### src/rtl/fifo_rd_ctrl_if.sv
// fifo_rd_ctrl_if -- FIFO-side and downstream-side signals of the read controller.
//
//   fifo_empty   : FIFO empty flag (FIFO -> controller)
//   fifo_rd_en   : pop request, one word per asserted cycle (controller -> FIFO)
//   fifo_rd_data : read data, valid exactly one cycle after fifo_rd_en (FIFO -> controller)
//   m_valid      : downstream data valid (controller -> sink)
//   m_ready      : downstream ready (sink -> controller)
//   m_data       : downstream data, oldest buffered word (controller -> sink)
//
// Handshake: a downstream transfer happens on every rising edge where
// m_valid && m_ready; m_data is held stable while m_valid && !m_ready.
//
// Modports: master = the read controller, slave = FIFO + downstream sink.
interface fifo_rd_ctrl_if #(
  parameter int DW = 8
);
  logic          fifo_empty;
  logic          fifo_rd_en;
  logic [DW-1:0] fifo_rd_data;
  logic          m_valid;
  logic          m_ready;
  logic [DW-1:0] m_data;

  modport master (
    input  fifo_empty, fifo_rd_data, m_ready,
    output fifo_rd_en, m_valid, m_data
  );

  modport slave (
    output fifo_empty, fifo_rd_data, m_ready,
    input  fifo_rd_en, m_valid, m_data
  );
endinterface

### src/rtl/fifo_rd_ctrl.sv
// fifo_rd_ctrl -- pops a synchronous-read FIFO (one-cycle read latency) and
// presents the words on a valid/ready stream through a 2-entry output buffer,
// sustaining one word per cycle.
//
// Ports:
//   clk       : clock, all state updates on rising edge
//   rst_n     : asynchronous active-low reset
//   flush     : discard buffered and in-flight data, suppress pops while high
//   bus       : fifo_rd_ctrl_if.master (FIFO read side + downstream stream)
//   state     : FSM state, IDLE=00 RUN=01 STALL=10 FLUSH=11
//   pop_count : number of fifo_rd_en cycles since reset, wraps at 2^CW
module fifo_rd_ctrl #(
  parameter int DW = 8,
  parameter int CW = 16
) (
  input  logic           clk,
  input  logic           rst_n,
  input  logic           flush,
  fifo_rd_ctrl_if.master bus,
  output logic [1:0]     state,
  output logic [CW-1:0]  pop_count
);

  typedef enum logic [1:0] {
    IDLE  = 2'b00,
    RUN   = 2'b01,
    STALL = 2'b10,
    FLUSH = 2'b11
  } state_t;

  state_t        st;
  logic [1:0]    occ;        // buffered words, 0..2
  logic          pend;       // a read was issued last cycle; its data is on fifo_rd_data now
  logic [DW-1:0] buf0;       // head
  logic [DW-1:0] buf1;       // tail when occ == 2

  logic          pop;
  logic          rd_en;
  logic          discard;
  logic [1:0]    occ_nxt;
  logic [DW-1:0] buf0_nxt;
  logic [DW-1:0] buf1_nxt;

  assign pop = bus.m_valid && bus.m_ready;

  // Pop only if the word will have a slot: occ + pend - pop < 2, rewritten
  // as occ + pend < 2 + pop to stay unsigned. Gated by rst_n so the request
  // drops asynchronously with reset.
  assign rd_en = rst_n && !bus.fifo_empty && !flush && (st != FLUSH) &&
                 (({1'b0, occ} + {2'b00, pend}) < (3'd2 + {2'b00, pop}));

  assign bus.fifo_rd_en = rd_en;
  assign bus.m_valid    = (occ != 2'd0);
  assign bus.m_data     = buf0;
  assign state          = st;

  // Returning data is dropped both on the cycle flush is raised and while in FLUSH.
  assign discard = flush || (st == FLUSH);

  // Buffer update: remove the head first, then append the arriving word at
  // the resulting tail, so a simultaneous pop + arrival leaves occ unchanged.
  always_comb begin
    occ_nxt  = occ;
    buf0_nxt = buf0;
    buf1_nxt = buf1;
    if (pop) begin
      occ_nxt  = occ - 2'd1;
      buf0_nxt = buf1;
    end
    if (pend && !discard) begin
      if (occ_nxt == 2'd0) buf0_nxt = bus.fifo_rd_data;
      else                 buf1_nxt = bus.fifo_rd_data;
      occ_nxt = occ_nxt + 2'd1;
    end
    if (flush) occ_nxt = 2'd0;
  end

  always_ff @(posedge clk or negedge rst_n) begin
    if (!rst_n) begin
      occ  <= 2'd0;
      pend <= 1'b0;
      buf0 <= '0;
      buf1 <= '0;
    end else begin
      occ  <= occ_nxt;
      pend <= rd_en;
      buf0 <= buf0_nxt;
      buf1 <= buf1_nxt;
    end
  end

  always_ff @(posedge clk or negedge rst_n) begin
    if (!rst_n) begin
      pop_count <= '0;
    end else if (rd_en) begin
      pop_count <= pop_count + {{(CW-1){1'b0}}, 1'b1};
    end
  end

  always_ff @(posedge clk or negedge rst_n) begin
    if (!rst_n) begin
      st <= IDLE;
    end else if (flush) begin
      st <= FLUSH;
    end else begin
      case (st)
        IDLE:    if (rd_en) st <= RUN;
        RUN: begin
          if (occ == 2'd2 && !bus.m_ready)               st <= STALL;
          else if (occ == 2'd0 && !pend && !rd_en)       st <= IDLE;
        end
        STALL:   if (pop) st <= RUN;
        FLUSH:   if (!pend) st <= IDLE;
        default: st <= IDLE;
      endcase
    end
  end

endmodule
### src/flat_wrapper.sv
// flat-port wrapper written by rule: the top's interface ports become plain ports
module fifo_rd_ctrl_flat 
#(
  parameter int DW = 8,
  parameter int CW = 16
)
  (clk, rst_n, flush, state, pop_count, bus_fifo_empty, bus_fifo_rd_data, bus_m_ready, bus_fifo_rd_en, bus_m_valid, bus_m_data);
  fifo_rd_ctrl_if #(.DW(DW)) bus_i ();
  input  logic clk;
  input  logic rst_n;
  input  logic flush;
  output logic [1:0] state;
  output logic [CW-1:0] pop_count;
  input wire logic [$bits(bus_i.fifo_empty)-1:0] bus_fifo_empty;
  input wire logic [$bits(bus_i.fifo_rd_data)-1:0] bus_fifo_rd_data;
  input wire logic [$bits(bus_i.m_ready)-1:0] bus_m_ready;
  output wire logic [$bits(bus_i.fifo_rd_en)-1:0] bus_fifo_rd_en;
  output wire logic [$bits(bus_i.m_valid)-1:0] bus_m_valid;
  output wire logic [$bits(bus_i.m_data)-1:0] bus_m_data;
  assign bus_i.fifo_empty = bus_fifo_empty;
  assign bus_i.fifo_rd_data = bus_fifo_rd_data;
  assign bus_i.m_ready = bus_m_ready;
  assign bus_fifo_rd_en = bus_i.fifo_rd_en;
  assign bus_m_valid = bus_i.m_valid;
  assign bus_m_data = bus_i.m_data;
  fifo_rd_ctrl #(.DW(DW), .CW(CW)) u_core (.clk(clk), .rst_n(rst_n), .flush(flush), .bus(bus_i), .state(state), .pop_count(pop_count));
endmodule
### config.mk
export PLATFORM = sky130hd
export DESIGN_NAME = fifo_rd_ctrl_flat
export DESIGN_NICKNAME = d
export VERILOG_FILES = /design/src/rtl/fifo_rd_ctrl_if.sv /design/src/rtl/fifo_rd_ctrl.sv /design/src/flat_wrapper.sv
export SDC_FILE = /design/constraint.sdc
export NUM_CORES = 1
export LEC_CHECK = 0
export BUFFER_PORTS_ARGS = -buffer_cell sky130_fd_sc_hd__buf_2
export CAP_MARGIN = 5
export CORE_ASPECT_RATIO = 2
export CORE_MARGIN = 2
export CORE_UTILIZATION = 40
export DETAILED_ROUTE_END_ITERATION = 6
export PLACE_DENSITY = 0.59
export RECOVER_POWER = 100
export SETUP_SLACK_MARGIN = 0.02
export SLEW_MARGIN = 20
export SYNTH_ARGS = -nofsm -noshare
export SYNTH_HDL_FRONTEND = slang
export SYNTH_SLANG_ARGS = --single-unit
### constraint.sdc
create_clock -name clk -period 8.1 [get_ports clk]
set_clock_uncertainty 0.2 [all_clocks]
set_input_delay 0.405 -clock clk [delete_from_list [all_inputs] [get_ports clk]]
set_output_delay 0.405 -clock clk [all_outputs]
set_load 0.1 [all_outputs]
==> qor.txt, run 1 <==
status: complete, but fails checks
violated checks: max-capacitance violations, max-slew violations
Clock power frac: 18.5%
hold path startpoint: bus_fifo_rd_data[2]
Diodes inserted: 0
CP startpoint kind: input pin
clk slew on worst S/H paths: 0.07 ns
RR Startpoint: u_core.occ[0]
Switch Pwr: 429.9 uW
fmax: 218.2 MHz
Final ANT Viol Nets: 0
Avg WL per Cell: 14.61 um
worst endpoint required time: 7.50 ns
Top FF cell, synth: dfrtp_1
fin crit period: 4.584 ns
Clk Latency, worst-skew pair: 0.29 ns
CTS Buffer Depth: 2
crit path cell chain: clkbuf_1, or3b_1, a211oi_1, clkbuf_1
DPL Wire Length: 2.762 mm
cts hold-fix bufs: 0
Ys Warns: 0
Period Utilization, post-route: 56.59%
Internal: 417.0 uW
Starting Density: 41.41%
WS Path Type: input pin to output port
grt ovf: 0
Leak: 0.0009308 uW
initial antenna violation count: 0
nets: 214
Post-Syn Area: 1779 um2
share of power burned in registers: 32.9%
worst slack at placement: 5.005 ns
Worst Path Max Fanout: 38
CTS root buf: clkbuf_8
Data arrival, critical path: 3.98 ns
Slew headroom: -31.23%
area grow syn2layout: 16.46%
critical path startpoint: rst_n
crit end category: output port
Setup violations, final: 0
Slew @ Worst Pin: 1.968 ns
Die Wd: 51.16 um
port buffer count: 40
unrepaired setup endpoints after global routing: false
die area: 5030 um2
number of global-route vias before repair: 1400
post-synth cell types: 28
Slowest-stage cell, CP: clkbuf_1
Post-synth ARST share: 100.0%
Comb pwr share: 48.6%
switching share of power: 50.76%
syn_nets: 171
final WL: 3.652 mm
DRC: 0
First DRT Iteration DRCs: 18
PwrDens: 408.7 nW/um2
critical path's most frequent cell: clkbuf_1
flop2flop setup slack: 5.05 ns
# rows: 34
core region area: 4297 um2
I/O pins: 41
CTS tree: yes
Clock Sinks: 37
number of enable flip-flop cells after synthesis: 0
ratio of cells with drive above 1 in the final layout: 14.80%
Setup WS post-layout: 3.516 ns
Die H: 98.32 um
CP peak stage delay: 1.38 ns
syn avg cell area: 11.71 um2
depth of the CTS H-tree: 2
Vias/cell: 5.108
Final Hold Vio Count: 0
Worst VDD drop: 256.8 uV
Hold Path Class: input pin to flop
setup TNS: 0 ns
Seq/Total Area, Yosys: 52.04%
first-pass GRT wire length: 6.451 mm
Max Cap Violations: 1
max-slew violation count: 39
delay-heaviest family, CP: buffers and inverters
largest net degree at the start of global routing: 39
postcts setup bufs: 0
vias: 1277
post-CTS sizing: 0
Total Routing Usage GR: 16.63%
Placer Congestion: 0.7583
Mapped Cells: 152
first-pass detailed-route iteration total: 4
CP Buf/Inv Count: 2
Seq cells post-synth: 37
TritonCTS Buffers: 5
cell usage after synthesis, types with 3 or more instances:
cell / instances / share of area [%]
inv_1: 4 / 0.84
nand2_1: 7 / 1.5
mux2i_1: 9 / 5.1
ha_1: 6 / 4.2
dfrtp_1: 37 / 52
nand3_1: 7 / 2.0
a21oi_1: 13 / 3.7
nor2_1: 10 / 2.1
nand4_1: 7 / 2.5
and3_1: 3 / 1.1
mux2_2: 11 / 7.0
buf_2: 3 / 0.84
xnor2_1: 15 / 7.4
routing by layer:
| layer | GRT usage, % | up-vias | share of wire, % |
|---|---|---|---|
| met2 | 30.57 | 26 | 57 |
| li1 | - | 619 | - |
| met1 | 18.04 | 626 | 38 |
| met3 | 3.211 | 6 | 3.3 |
| met4 | 6.029 | 0 | 1.6 |
| met5 | 0 | - | 0 |
flip-flops by register name, indices dropped and copies added, names as in the netlist:
signal             count
u_core.pend            1
u_core.state           2
u_core.pop_count      16
u_core.occ             2
u_core.bus.m_data      8
u_core.buf1            8
final cells by class:
class                   count  area [um2]
fillers                   427        2225
multi-input cells         107       788.3
clock buffers               6       72.57
repair buffers             40       163.9
flip-flops and latches     37       925.9
inverters                   4       15.01
well taps                  54       67.56
clock inverters             2       38.79
stage by stage:
stage	util (%)	hold slack, ns	instances	total power [uW]	cell area [um2]
CTS	49.80	0.02866	250	871.1	2140
global route	48.22	0.1687	250	891.0	2072
detailed placement	47.20	0.2611	242	712.7	2028
global placement	47.20	0.2634	242	694.2	2028
floorplan	-	-0.09059	152	632.3	1779
finish	48.22	0.1660	250	846.9	2072
power groups by stage:
stage          Clock, uW  Sequential (uW)  Combinational [uW]
3_3_place_gp           0              276                 418
4_1_cts              162              278                 431
6_report             156              279                 412
2_1_floorplan          0              471                 161
5_1_grt              170              285                 436
3_5_place_dp           0              281                 432
cell families (layout without fill, tap and decap cells):
kind of cell | Yosys count | count (layout) | synth area share, %
xor+xnor | 16 | 16 | 7.877
flops | 37 | 37 | 52.04
fa+ha+maj | 6 | 6 | 4.219
simple gates | 44 | 44 | 14.49
mux | 20 | 20 | 12.03
buf+inv | 8 | 52 | 1.898
compound gates | 21 | 21 | 7.454
cells in the final DEF (no fill, tap or decap), types with 2 or more instances in the layout:
cell type  count
xnor2_1       15
nand4_1        7
nand2_1        7
mux2_2        10
mux2i_1        9
inv_1          4
nor2_1        10
dfrtp_1       37
buf_2         11
a21o_1         2
clkbuf_1      30
nand3_1        7
and4_1         2
o21ai_0        2
clkbuf_8       5
nand2b_1       2
ha_1           6
and3_1         3
a21oi_1       13
worst paths after layout:
path	end	depth (start not counted)
worst max-delay path	bus_fifo_rd_en	4
worst min-delay path	u_core.buf1[2]	2
worst max register to register	u_core.buf1[5]	7
worst min register to register	u_core.pop_count[15]	1
max in group asynchronous	u_core.bus.m_data[6]	1
min in group asynchronous	u_core.state[0]	1
Note: power is estimated with default switching activity, not from simulation.
==> run 2, diff against run 1 <==
Settings changed: PLACE_DENSITY 0.59 to 0.62.
Clock period 8.1 ns to 4.1 ns, I/O delays scaled along.
==> qor.txt, run 2 (synthesized netlist as in run 1, its figures left out) <==
die area: 5030 um2 (unchanged)
Final Hold Vio Count: 0 (unchanged)
Clock Sinks: 37 (unchanged)
Tot Pwr: 1690 uW (was 846.9 uW)
DRC: 0 (unchanged)
status: finished clean (was complete, but fails checks)
Setup violations, final: 0 (unchanged)
R2R Path End: u_core.buf1[6] (was u_core.buf1[5])
Period Utilization, post-route: 83.36%
Avg WL per Cell: 14.44 um (was 14.61 um)
CTS root buf: clkbuf_8 (unchanged)
wire length on met2: 2.092 mm (was 2.087 mm)
worst endpoint required time: 3.69 ns (was 7.50 ns)
final core utilization: 51.02% (was 48.22%)
CP Buf/Inv Count: 4 (was 2)
Slowest-stage cell, CP: clkbuf_1 (unchanged)
Leak: 0.0009838 uW (was 0.0009308 uW)
Starting Density: 41.41% (unchanged)
leading cell type in the layout, fill and taps excluded: dfrtp_1 (unchanged)
# rows: 34 (unchanged)
core region area: 4297 um2 (unchanged)
DPL Wire Length: 2.836 mm (was 2.762 mm)
setup TNS: 0 ns (unchanged)
WL met3: 145 um (was 120 um)
CTS Buffer Depth: 2 (unchanged)
first-pass detailed-route iteration total: 4 (unchanged)
worst slack at placement: 1.362 ns (was 5.005 ns)
delay-heaviest family, CP: buffers and inverters (unchanged)
Setup WS post-layout: 0.6824 ns (was 3.516 ns)
Worst VDD drop: 592.1 uV (was 256.8 uV)
uppermost layer routed: met4 (unchanged)
I/O pins: 41 (unchanged)
ratio of cells with drive above 1 in the final layout: 15.46% (was 14.80%)
r2r worst-path depth: 7 (unchanged)
max-slew violation count: 0 (was 39)
Hold Path Class: input pin to flop (unchanged)
crit path cell chain: dlygate4sd3_1, buf_2, buf_4, or3b_1, a211oi_4, clkbuf_1 (was clkbuf_1, or3b_1, a211oi_1, clkbuf_1)
Slew @ Worst Pin: 1.173 ns (was 1.968 ns)
CTS tree: yes (unchanged)
fmax: 292.6 MHz
first-pass GRT wire length: 6.479 mm (was 6.451 mm)
Total Routing Usage GR: 17.08% (was 16.63%)
initial antenna violation count: 0 (unchanged)
hold path cells: 3 (was 2)
Diodes inserted: 0 (unchanged)
Clk Latency, worst-skew pair: 0.29 ns (about the same)
final WL: 3.768 mm (was 3.652 mm)
Slew headroom: 22.14% (was -31.23%)
CP peak stage delay: 0.90 ns (was 1.38 ns)
clk slew on worst S/H paths: 0.08 ns (was 0.07 ns)
flop2flop setup slack: 1.13 ns (was 5.05 ns)
Die Wd: 51.16 um (unchanged)
Final ANT Viol Nets: 0 (unchanged)
vias: 1344 (was 1277)
Post-DP Area: 2036 um2 (was 2028 um2)
hold path startpoint: bus_fifo_empty (was bus_fifo_rd_data[2])
depth of the CTS H-tree: 2 (unchanged)
most frequent cells in the layout: 37 x dfrtp_1, 28 x clkbuf_1, 15 x xnor2_1 (was 37 x dfrtp_1, 30 x clkbuf_1, 15 x xnor2_1)
Vias/cell: 5.149 (was 5.108)
WHS Endpoint: u_core.pend (was u_core.buf1[2])
final non-filler cell area: 2192 um2 (was 2072 um2)
unrepaired setup endpoints after global routing: false (unchanged)
WS Path Type: input pin to output port (unchanged)
PwrDens: 771.1 nW/um2 (was 408.7 nW/um2)
largest net degree at the start of global routing: 39 (unchanged)
Worst Path Max Fanout: 38 (unchanged)
number of global-route vias before repair: 1443 (was 1400)
Largest register FFs: 16 (unchanged)
crit end category: output port (unchanged)
fin crit period: 3.418 ns
nets: 225 (was 214)
postcts setup bufs: 0 (unchanged)
port buffer count: 40 (unchanged)
RR Startpoint: u_core.occ[0] (unchanged)
Die H: 98.32 um (unchanged)
Placer Congestion: 0.7773 (was 0.7583)
CP startpoint kind: input pin (unchanged)
M1 WL: 1.433 mm (was 1.385 mm)
First DRT Iteration DRCs: 11 (was 18)
Reg with most FFs: u_core.pop_count (unchanged)
Max Cap Violations: 0 (was 1)
grt ovf: 0 (unchanged)
area grow syn2layout: 23.21% (was 16.46%)
Data arrival, critical path: 3.01 ns (was 3.98 ns)
TritonCTS Buffers: 5 (unchanged)
==> run 2: how the worst max path moves through the flow <==
stage,from,endpoint,slack (ns),cells after the start
4_1_cts,rst_n,bus_fifo_rd_en,1.05,6
3_5_place_dp,u_core.occ[0],u_core.buf1[3],1.36,7
3_3_place_gp,u_core.occ[0],u_core.buf1[3],1.49,7
2_1_floorplan,u_core.state[0],u_core.pop_count[4],1.11,5
5_1_grt,rst_n,bus_fifo_rd_en,0.50,6
6_report,rst_n,bus_fifo_rd_en,0.68,6
==> run 2: per-layer routing <==
layer,global-route usage (%),vias up
met5,0,-
met4,7.692,0
met3,3.517,12
met2,30.77,41
met1,18.29,650
li1,-,641
==> run 2: layout make-up <==
cell class                      count  area [um2]
Timing Repair Buffer               51       272.8
Clock buffer                        5       68.82
Tap cell                           54       67.56
Clock inverter                      3       43.79
Inverter                            4       15.01
Sequential cell                    37       925.9
Fill cell                         411        2105
Multi-Input combinational cell    107       798.3
==> run 2: repair_timing <==
item | in CTS | in global routing
hold buffers | 10 | 0
hold endpoints to repair | 53 | 0
gates resized for setup | 0 | 0
==> run 2: tightest hold or removal path, stage by stage <==
cell	delay, ns
buf_2	0.07
or3b_1	0.18
a211oi_4	0.09
==> run 2: power by group <==
part / switching (uW) / internal [uW] / leakage (uW)
Clock: 131 / 182 / 0.0000585
Sequential: 90.7 / 465 / 0.000491
Combinational: 639 / 182 / 0.000435
==> run 2: through the flow <==
stage / hold WS (ns) / cells
finish: 0.1102 / 261
global route: 0.1338 / 261
CTS: 0.05287 / 261
detailed placement: 0.07810 / 243
global placement: 0.06769 / 243
floorplan: -0.2906 / 152
==> run 3, diff against run 2 <==
Settings changed: ABC_AREA from default to 1, PLACE_DENSITY 0.62 to 0.61.
Clock period 4.1 ns to 2.9 ns, I/O delays scaled along.
==> qor.txt, run 3 <==
Setup violations, final: 0 (unchanged)
top cell type's share of synthesized area: 46.42% (was 52.04%)
r2r worst-path depth: 9 (was 7)
Starting Density: 41.38% (was 41.41%)
CP endpoint: bus_fifo_rd_en (unchanged)
Diodes inserted: 0 (unchanged)
number of global-route vias before repair: 1705 (was 1443)
CTS Buffer Depth: 2 (unchanged)
CTS tree: yes (unchanged)
I/O pins: 41 (unchanged)
area grow syn2layout: 18.01% (was 23.21%)
flop2flop setup slack: 0.45 ns (was 1.13 ns)
crit end category: output port (unchanged)
die area: 5601 um2 (was 5030 um2)
fmax: 401.2 MHz
nets: 296 (was 225)
max-slew violation count: 0 (unchanged)
setup TNS: 0 ns (unchanged)
Largest register FFs: 16 (unchanged)
Post-synth top cells: 52 x nand2_1, 37 x dfrtp_1, 21 x nor2_1 (was 37 x dfrtp_1, 15 x xnor2_1, 13 x a21oi_1)
Die H: 103.9 um (was 98.32 um)
post-synth cell types: 33 (was 28)
Avg WL per Cell: 14.00 um (was 14.44 um)
DPL Wire Length: 3.506 mm (was 2.836 mm)
Reg with most FFs: u_core.pop_count (unchanged)
largest net degree at the start of global routing: 38 (was 39)
vias: 1691 (was 1344)
Hold Path Class: input pin to flop (unchanged)
Worst Path Max Fanout: 12 (was 38)
initial antenna violation count: 0 (unchanged)
Worst VDD drop: 999.1 uV (was 592.1 uV)
Total Routing Usage GR: 18.75% (was 17.08%)
most common cell in the netlist: nand2_1 (was dfrtp_1)
Die Wd: 53.93 um (was 51.16 um)
Clock Sinks: 37 (unchanged)
fin crit period: 2.492 ns
unrepaired setup endpoints after global routing: false (unchanged)
RR Startpoint: u_core.occ[0] (unchanged)
depth of the CTS H-tree: 2 (unchanged)
most frequent cells in the layout: 54 x nand2_1, 37 x dfrtp_1, 29 x clkbuf_1 (was 37 x dfrtp_1, 28 x clkbuf_1, 15 x xnor2_1)
Fillers: 496 (was 411)
leading cell type in the layout, fill and taps excluded: nand2_1 (was dfrtp_1)
PwrDens: 1049 nW/um2 (was 771.1 nW/um2)
Synth area leader: dfrtp_1 (unchanged)
Post-Syn Area: 1994 um2 (was 1779 um2)
Seq cells post-synth: 37 (unchanged)
final WL: 4.675 mm (was 3.768 mm)
number of enable flip-flop cells after synthesis: 0 (unchanged)
Final ANT Viol Nets: 0 (unchanged)
ratio of cells with drive above 1 in the final layout: 15.88% (was 15.46%)
R2R Path End: u_core.buf1[6] (unchanged)
Data arrival, critical path: 2.15 ns (was 3.01 ns)
grt ovf: 0 (unchanged)
Slew @ Worst Pin: 1.172 ns (was 1.173 ns)
first-pass GRT wire length: 7.728 mm (was 6.479 mm)
Final Hold Vio Count: 0 (unchanged)
final core utilization: 48.83% (was 51.02%)
critical path startpoint: u_core.pend (was rst_n)
main area contributors after synthesis: dfrtp_1 46%, nand2_1 9.8%, nand3_1 4.5% (was dfrtp_1 52%, xnor2_1 7.4%, mux2_2 7.0%)
Post-synth ARST share: 100.0% (unchanged)
core region area: 4820 um2 (was 4297 um2)
CP startpoint kind: flop (was input pin)
Top FF cell, synth: dfrtp_1 (unchanged)
# rows: 36 (was 34)
TritonCTS Buffers: 5 (unchanged)
syn_nets: 241 (was 171)
Ys Warns: 0 (unchanged)
Placer Congestion: 0.7057 (was 0.7773)
WS Path Type: flop to output port (was input pin to output port)
Vias/cell: 5.063 (was 5.149)
Period Utilization, post-route: 85.95%
port buffer count: 40 (unchanged)
clk slew on worst S/H paths: 0.07 ns (was 0.08 ns)
Mapped Cells: 222 (was 152)
Leak: 0.001107 uW (was 0.0009838 uW)
DRC: 0 (unchanged)
Seq/Total Area, Yosys: 46.42% (was 52.04%)
First DRT Iteration DRCs: 30 (was 11)
syn avg cell area: 8.984 um2 (was 11.71 um2)
status: finished clean (unchanged)
Max Cap Violations: 0 (unchanged)
Clk Latency, worst-skew pair: 0.29 ns (about the same)
CTS root buf: clkbuf_8 (unchanged)
first-pass detailed-route iteration total: 4 (unchanged)
Hold Slack: 0.05491 ns (was 0.1102 ns)
worst endpoint required time: 2.56 ns (was 3.69 ns)
Slew headroom: 22.23% (was 22.14%)
## run 3: cell types whose count changed in the layout (fill, tap and decap cells not counted), sizes merged, moves of 8 or more
| cell | before | now |
|---|---|---|
| a21oi | 13 | 2 |
| inv | 5 | 21 |
| nor2 | 10 | 24 |
| mux2i | 9 | 0 |
| xnor2 | 15 | 4 |
| nor3 | 0 | 8 |
| a31oi | 0 | 8 |
| nand2 | 7 | 59 |
| nand3 | 7 | 20 |
## run 3: routing by layer
metal | track usage, % | up-vias | share of wire, %
li1 | - | 840 | -
met1 | 19.59 | 817 | 38
met2 | 33.80 | 29 | 57
met3 | 4.167 | 5 | 3.1
met4 | 7.143 | 0 | 1.8
met5 | 0 | - | 0
## run 3: what timing repair did
action,4_1_cts,5_1_grt
endpoints found under the hold margin,54,0
hold buffers,10,0
setup buffers,0,0
gates resized for setup,0,0
## run 3: worst min path at each step
stage	slack, ns	cells past startpoint	start	to
2_1_floorplan	-0.35	0	rst_n	u_core.buf1[0]
3_3_place_gp	0.09	2	rst_n	u_core.bus.m_data[5]
4_1_cts	0.05	3	bus_m_ready	u_core.bus.m_data[7]
6_report	0.05	3	bus_m_ready	u_core.bus.m_data[4]
5_1_grt	0.06	3	bus_m_ready	u_core.bus.m_data[4]
3_5_place_dp	0.09	2	rst_n	u_core.pop_count[2]
## run 3: kinds of logic after synthesis
logic type	synth area share [%]
AO/OA/AOI/OAI	4.893
XOR/XNOR	4.329
adder cells (fa/ha/maj)	3.764
buffers and inverters	6.462
flip-flops	46.42
multiplexers	4.517
AND/OR/NAND/NOR	29.61
## run 3: power by group
| part | internal [uW] | switching (uW) | leakage (uW) |
|---|---|---|---|
| registers | 656 | 128 | 0.000484 |
| clock network | 189 | 180 | 0.0000443 |
| logic | 235 | 1080 | 0.000579 |
## run 3: worst max-delay path: stages (launching register included)
cell	delay [ns]
dfrtp_1	0.44
ha_1	0.23
ha_1	0.17
nor2_1	0.08
nand2_1	0.09
nor2_4	0.15
nand2_8	0.10
inv_4	0.13
clkbuf_2	0.47
## run 3: final cells by class
class	instances	area (um2)	share of cell area, %
sequential	37	925.9	39.34
multi-input combinational	159	903.4	38.38
timing repair buffer	53	285.3	12.12
clock buffer	7	86.33	3.668
inverter	21	81.33	3.456
tap	57	71.32	3.030
## run 3: metrics by stage
step	total power [uW]	instance area, um2	cells	setup WS [ns]
final	2469	2354	334	0.4076
after global routing	2607	2354	334	0.2375
after CTS	2549	2427	334	0.3727
after detailed placement	2166	2241	317	0.5198
after global placement	2151	2241	317	0.6125
after floorplan	1921	1994	222	0.5561
